`config.mk`:
```
export PLATFORM = sky130hd
export DESIGN_NAME = tx_frame_arbiter
export DESIGN_NICKNAME = d
export VERILOG_FILES = /design/src/rtl/tx_frame_arbiter.sv
export SDC_FILE = /design/constraint.sdc
export NUM_CORES = 1
export LEC_CHECK = 0
export BUFFER_PORTS_ARGS = -buffer_cell sky130_fd_sc_hd__buf_2
export CAP_MARGIN = 20
export CORE_MARGIN = 5
export CORE_UTILIZATION = 30
export DETAILED_ROUTE_END_ITERATION = 8
export PLACE_DENSITY = 0.56
export SYNTH_ARGS = -nofsm -noshare
export SYNTH_HDL_FRONTEND = slang
export SYNTH_SLANG_ARGS = --single-unit
export TNS_END_PERCENT = 50
```
`constraint.sdc`:
```
create_clock -name clk -period 3.9 [get_ports clk]
set_input_delay 0.585 -clock clk [delete_from_list [all_inputs] [get_ports clk]]
set_output_delay 0.585 -clock clk [all_outputs]
set_load 0.005 [all_outputs]
```
`src/rtl/tx_frame_arbiter.sv`:
```
// Round-robin arbiter moving whole frames from N_REQ payload FIFOs to one encapsulator, with IFG and MAX_LEN truncation.
// Latency: pop to read_en/data_in is one clock; a frame waits in OFFER until data_recive, and the next one waits for tx_busy to fall plus the IFG.
module tx_frame_arbiter #(
  parameter int N_REQ      = 4,
  parameter int IFG_CYCLES = 12,
  parameter int MAX_LEN    = 1500
) (
  input  logic                 clk,
  input  logic                 rst,
  input  logic [N_REQ-1:0]     src_req,
  input  logic [N_REQ-1:0]     src_empty,
  input  logic [8*N_REQ-1:0]   src_data,
  output logic [N_REQ-1:0]     src_rd,
  output logic [7:0]           data_in,
  output logic                 read_en,
  output logic                 buffer_ready,
  output logic                 buffer_empt,
  input  logic                 data_recive,
  input  logic                 tx_busy,
  output logic [N_REQ-1:0]     grant,
  output logic                 trunc_err
);

  localparam int SW = $clog2(N_REQ);
  localparam int IW = (IFG_CYCLES > 1) ? $clog2(IFG_CYCLES) : 1;
  localparam logic [IW-1:0] IFG_LAST = IW'(IFG_CYCLES - 1);

  typedef enum logic [2:0] {IDLE, OFFER, XFER, DONE, WAIT_TX, IFG} state_t;

  state_t          state_q, state_d;
  logic [SW-1:0]   sel_q, rr_ptr_q, pick;
  logic [15:0]     byte_cnt_q;
  logic [IW-1:0]   ifg_cnt_q;
  logic            trunc_q, busy_seen_q;
  logic            found, any_req, cur_empty, at_max, xfer_pop, drain_pop;
  logic [7:0]      cur_data;
  logic [N_REQ-1:0] sel_oh;
  int              j;

  assign any_req   = |src_req;
  assign cur_empty = src_empty[sel_q];
  assign cur_data  = src_data[{sel_q, 3'b000} +: 8];
  assign at_max    = (byte_cnt_q == 16'(MAX_LEN));
  assign sel_oh    = {{(N_REQ-1){1'b0}}, 1'b1} << sel_q;

  // Forwarded pops in XFER; after a truncation the tail is drained during IFG and dropped.
  assign xfer_pop  = (state_q == XFER) && !cur_empty && !at_max;
  assign drain_pop = (state_q == IFG) && trunc_q && !cur_empty;

  always_comb begin
    pick  = rr_ptr_q;
    found = 1'b0;
    j     = 0;
    for (int k = 0; k < N_REQ; k++) begin
      j = int'(rr_ptr_q) + k;
      if (j >= N_REQ) j = j - N_REQ;
      if (!found && src_req[j]) begin
        pick  = SW'(j);
        found = 1'b1;
      end
    end
  end

  always_comb begin
    state_d      = state_q;
    src_rd       = '0;
    grant        = '0;
    buffer_ready = 1'b0;
    buffer_empt  = 1'b0;
    trunc_err    = 1'b0;
    if (xfer_pop || drain_pop) src_rd = sel_oh;
    if (state_q != IDLE) grant = sel_oh;
    case (state_q)
      IDLE:    if (any_req) state_d = OFFER;
      OFFER: begin
        buffer_ready = 1'b1;
        if (data_recive) state_d = XFER;
      end
      XFER:    if (cur_empty || at_max) state_d = DONE;
      DONE: begin
        buffer_empt = 1'b1;
        trunc_err   = trunc_q;
        state_d     = WAIT_TX;
      end
      WAIT_TX: if (busy_seen_q && !tx_busy) state_d = IFG;
      IFG:     if ((ifg_cnt_q == IFG_LAST) && (!trunc_q || cur_empty)) state_d = IDLE;
      default: state_d = IDLE;
    endcase
  end

  always_ff @(posedge clk or negedge rst) begin
    if (!rst) begin
      state_q     <= IDLE;
      sel_q       <= '0;
      rr_ptr_q    <= '0;
      byte_cnt_q  <= '0;
      ifg_cnt_q   <= '0;
      trunc_q     <= 1'b0;
      busy_seen_q <= 1'b0;
      read_en     <= 1'b0;
      data_in     <= '0;
    end else begin
      state_q <= state_d;
      read_en <= xfer_pop;
      data_in <= cur_data;
      case (state_q)
        IDLE: if (any_req) begin
          sel_q      <= pick;
          rr_ptr_q   <= (pick == SW'(N_REQ - 1)) ? '0 : pick + 1'b1;
          byte_cnt_q <= '0;
          trunc_q    <= 1'b0;
        end
        XFER: begin
          if (xfer_pop) byte_cnt_q <= byte_cnt_q + 16'd1;
          if (at_max && !cur_empty) trunc_q <= 1'b1;
        end
        DONE:    busy_seen_q <= 1'b0;
        WAIT_TX: begin
          ifg_cnt_q <= '0;
          if (tx_busy) busy_seen_q <= 1'b1;
        end
        IFG:     if (ifg_cnt_q != IFG_LAST) ifg_cnt_q <= ifg_cnt_q + 1'b1;
        default: ;
      endcase
    end
  end

endmodule

```
==> impl_metrics.ini <==
[floorplanning]
dieHeight_um = 95.6
die_w_um = 95.6
die_area_um2 = 9140
initial_core_util_pct = 30.5
core.rowCount = 31
io_pins = 64
core_um2 = 7210

[hold_path]
hold_path.class = input port to asynchronous set/reset pin

[placed_design]
place_ws_ps = 1400
gp_congestion = 0.763
dp.cells = 367
io_buffers = 63
hpwl_mm = 3.89

[cts]
cts.reportedPaths.clkPinSlew_ps = 70
post-cts-setup-buffers = 0
cts_tree = done
cts_sinks = 38
cts-root-buf = clkbuf_8
cts_resized = 0
cts_max_level = 2
clockBufferDepth = 2
hold_buffers = 0
cts_made_buffers = 5
worstSkewPairLatency_ps = 290

[power]
p_per_area_nw_per_um2 = 569
p_leak_nw = 1.25
ir_worst_vdd_mv = 0.466

[sta]
hold_slack_ps = 389
hold_viol_final = 0
slew_headroom_pct = 44.1
worstMarginPinSlew_ps = 838
grt_setup_unrepaired = false
timing.setup.tns_ps = 0
min_period_over_period_pct = 71.4
max_freq_mhz = 359
setup_viol = 0
period_minus_slack_ps = 2790
fin_ws_ps = 1110
finClkSkew_ps = 8.32
drv_slew = 0

[synth]
synth_area_leader_cell = dfrtp_1
synth_ff_type = dfrtp_1
ys_ff_latch = 38
synth_edf_count = 0
synthCells = 213
synth_commonest_cells = 38 x dfrtp_1, 25 x nor2_1, 17 x nand3_1, 16 x nand2_1
avgSynthCellArea_um2 = 10.3
synth_top_area_share_pct = 43.2
yosys.cell_count.top_type = dfrtp_1
synth.distinct_cells = 53
synth-seq-area-share_pct = 43.2
synth.cell_area_um2 = 2200
async_reset_ff_share_pct = 100
synth_area_leaders = dfrtp_1 43%, mux4_2 5.1%, mux4_1 4.8%
ys_warn_count = 0
syn_nets = 260

[critical_path]
path_delay_family = simple AND/OR/NAND/NOR gates
slowest_delay_ps = 520
slowest_stage = o31ai_2
worstSetupEndpointType = output pin
path_max_fanout = 7
worstSetupPathType = flop to output pin
cp_num_buf_inv = 1
required_ps = 3310
arrival_ps = 2200
start_kind = flop
path_cells = nor4b_1 -> nand3_1 -> o31ai_2 -> nor2_1 -> buf_2

[grt]
grt_pass1_wl_mm = 8.52
first_global_vias = 1822
grt_use_total_pct = 11.7
grt_max_degree = 39
grt.overflow.total = 0
antenna_found_initial = 0

[drt]
drt-total-wl_mm = 5.14
num_vias = 1846
drc = 0
first_pass_iters = 4
antenna_left = 0
viasPerCell = 4.92
drtIter0Drc = 104
detail_route.wl_per_cell_um = 13.7

[cells_and_area]
final_nets = 322
instances_no_fill = 375
fin_util_pct = 37.4
antenna_cells = 0
drive_gt1_share_pct = 31.2
area_growth_pct = 22.7

[run]
drv_cap = 0

[outcome]
status = finished, final reports clean
[cell families after synthesis]
kind of cell | share of synthesized area (%)
compound gates | 10.8
xor+xnor | 5.18
fa+ha+maj | 1.71
buf+inv | 3.13
flops | 43.2
mux | 11.0
simple gates | 25.0
[cells in the final DEF, fill, tap and decap left out, types with 5 or more instances in the layout]
cell and count:
and3_1 5, buf_2 63, clkbuf_8 6, dfrtp_1 38, inv_1 6, mux4_2 5, nand2_1 16, nand3_1 17
nand4_1 5, nor2_1 25, o21ai_0 12, xor2_1 12
[state kept, by name, indices dropped and copies added (netlist names), named ones only]
| name | cells |
|---|---|
| byte_cnt_q | 16 |
| data_in | 8 |
| ifg_cnt_q | 4 |
| state_q | 3 |
| sel_q | 2 |
| busy_seen_q | 1 |
| read_en | 1 |
| rr_ptr_q | 1 |
| trunc_q | 1 |
[cell type report]
cell class | instances | area (µm²)
fill | 749 | 4520
multi-input combinational | 159 | 1180
sequential | 38 | 951
timing repair buffer | 65 | 330
tap | 99 | 124
clock buffer | 7 | 86.3
inverter | 6 | 22.5
clock inverter | 1 | 5.00
[where the power goes]
| part | switching [mW] | internal [mW] |
|---|---|---|
| Combinational | 0.329 | 0.306 |
| Sequential | 0.124 | 0.497 |
| Clock | 0.136 | 0.143 |
[worst reg2reg max path: stages (launching register included)]
cell     delay, ps
dfrtp_1        440
nor4b_1        470
nand3_1        240
o31ai_2        520
and2b_1        220
mux2_4         290
[per-stage QoR]
stage          instance area (µm²)  power (mW)
6_report                      2700        1.54
5_1_grt                       2700        1.67
4_1_cts                       2700        1.56
3_5_place_dp                  2610        1.27
3_3_place_gp                  2610        1.27
2_1_floorplan                 2200        1.06
[layer usage]
layer	share of wire, %	GRT usage, %	wire length, µm
met1	46	16.0	2350
met2	50	18.4	2560
met3	3.1	2.37	158
met4	1.4	4.15	72
met5	0	0	0
[path summary, 6_finish.rpt]
| check | end | depth (start not counted) | slack (ps) | startpoint |
|---|---|---|---|---|
| worst max-delay path | src_rd[2] | 5 | 1110 | byte_cnt_q[5] |
| worst min-delay path | data_in[6] | 1 | 390 | rst |
| worst max register to register | state_q[0] | 5 | 1610 | byte_cnt_q[5] |
| worst min register to register | byte_cnt_q[4] | 1 | 520 | byte_cnt_q[4] |
| max in group asynchronous | byte_cnt_q[12] | 1 | 2970 | rst |
| min in group clk | byte_cnt_q[4] | 1 | 520 | byte_cnt_q[4] |
No activity file was read; power rests on OpenSTA's default activity.
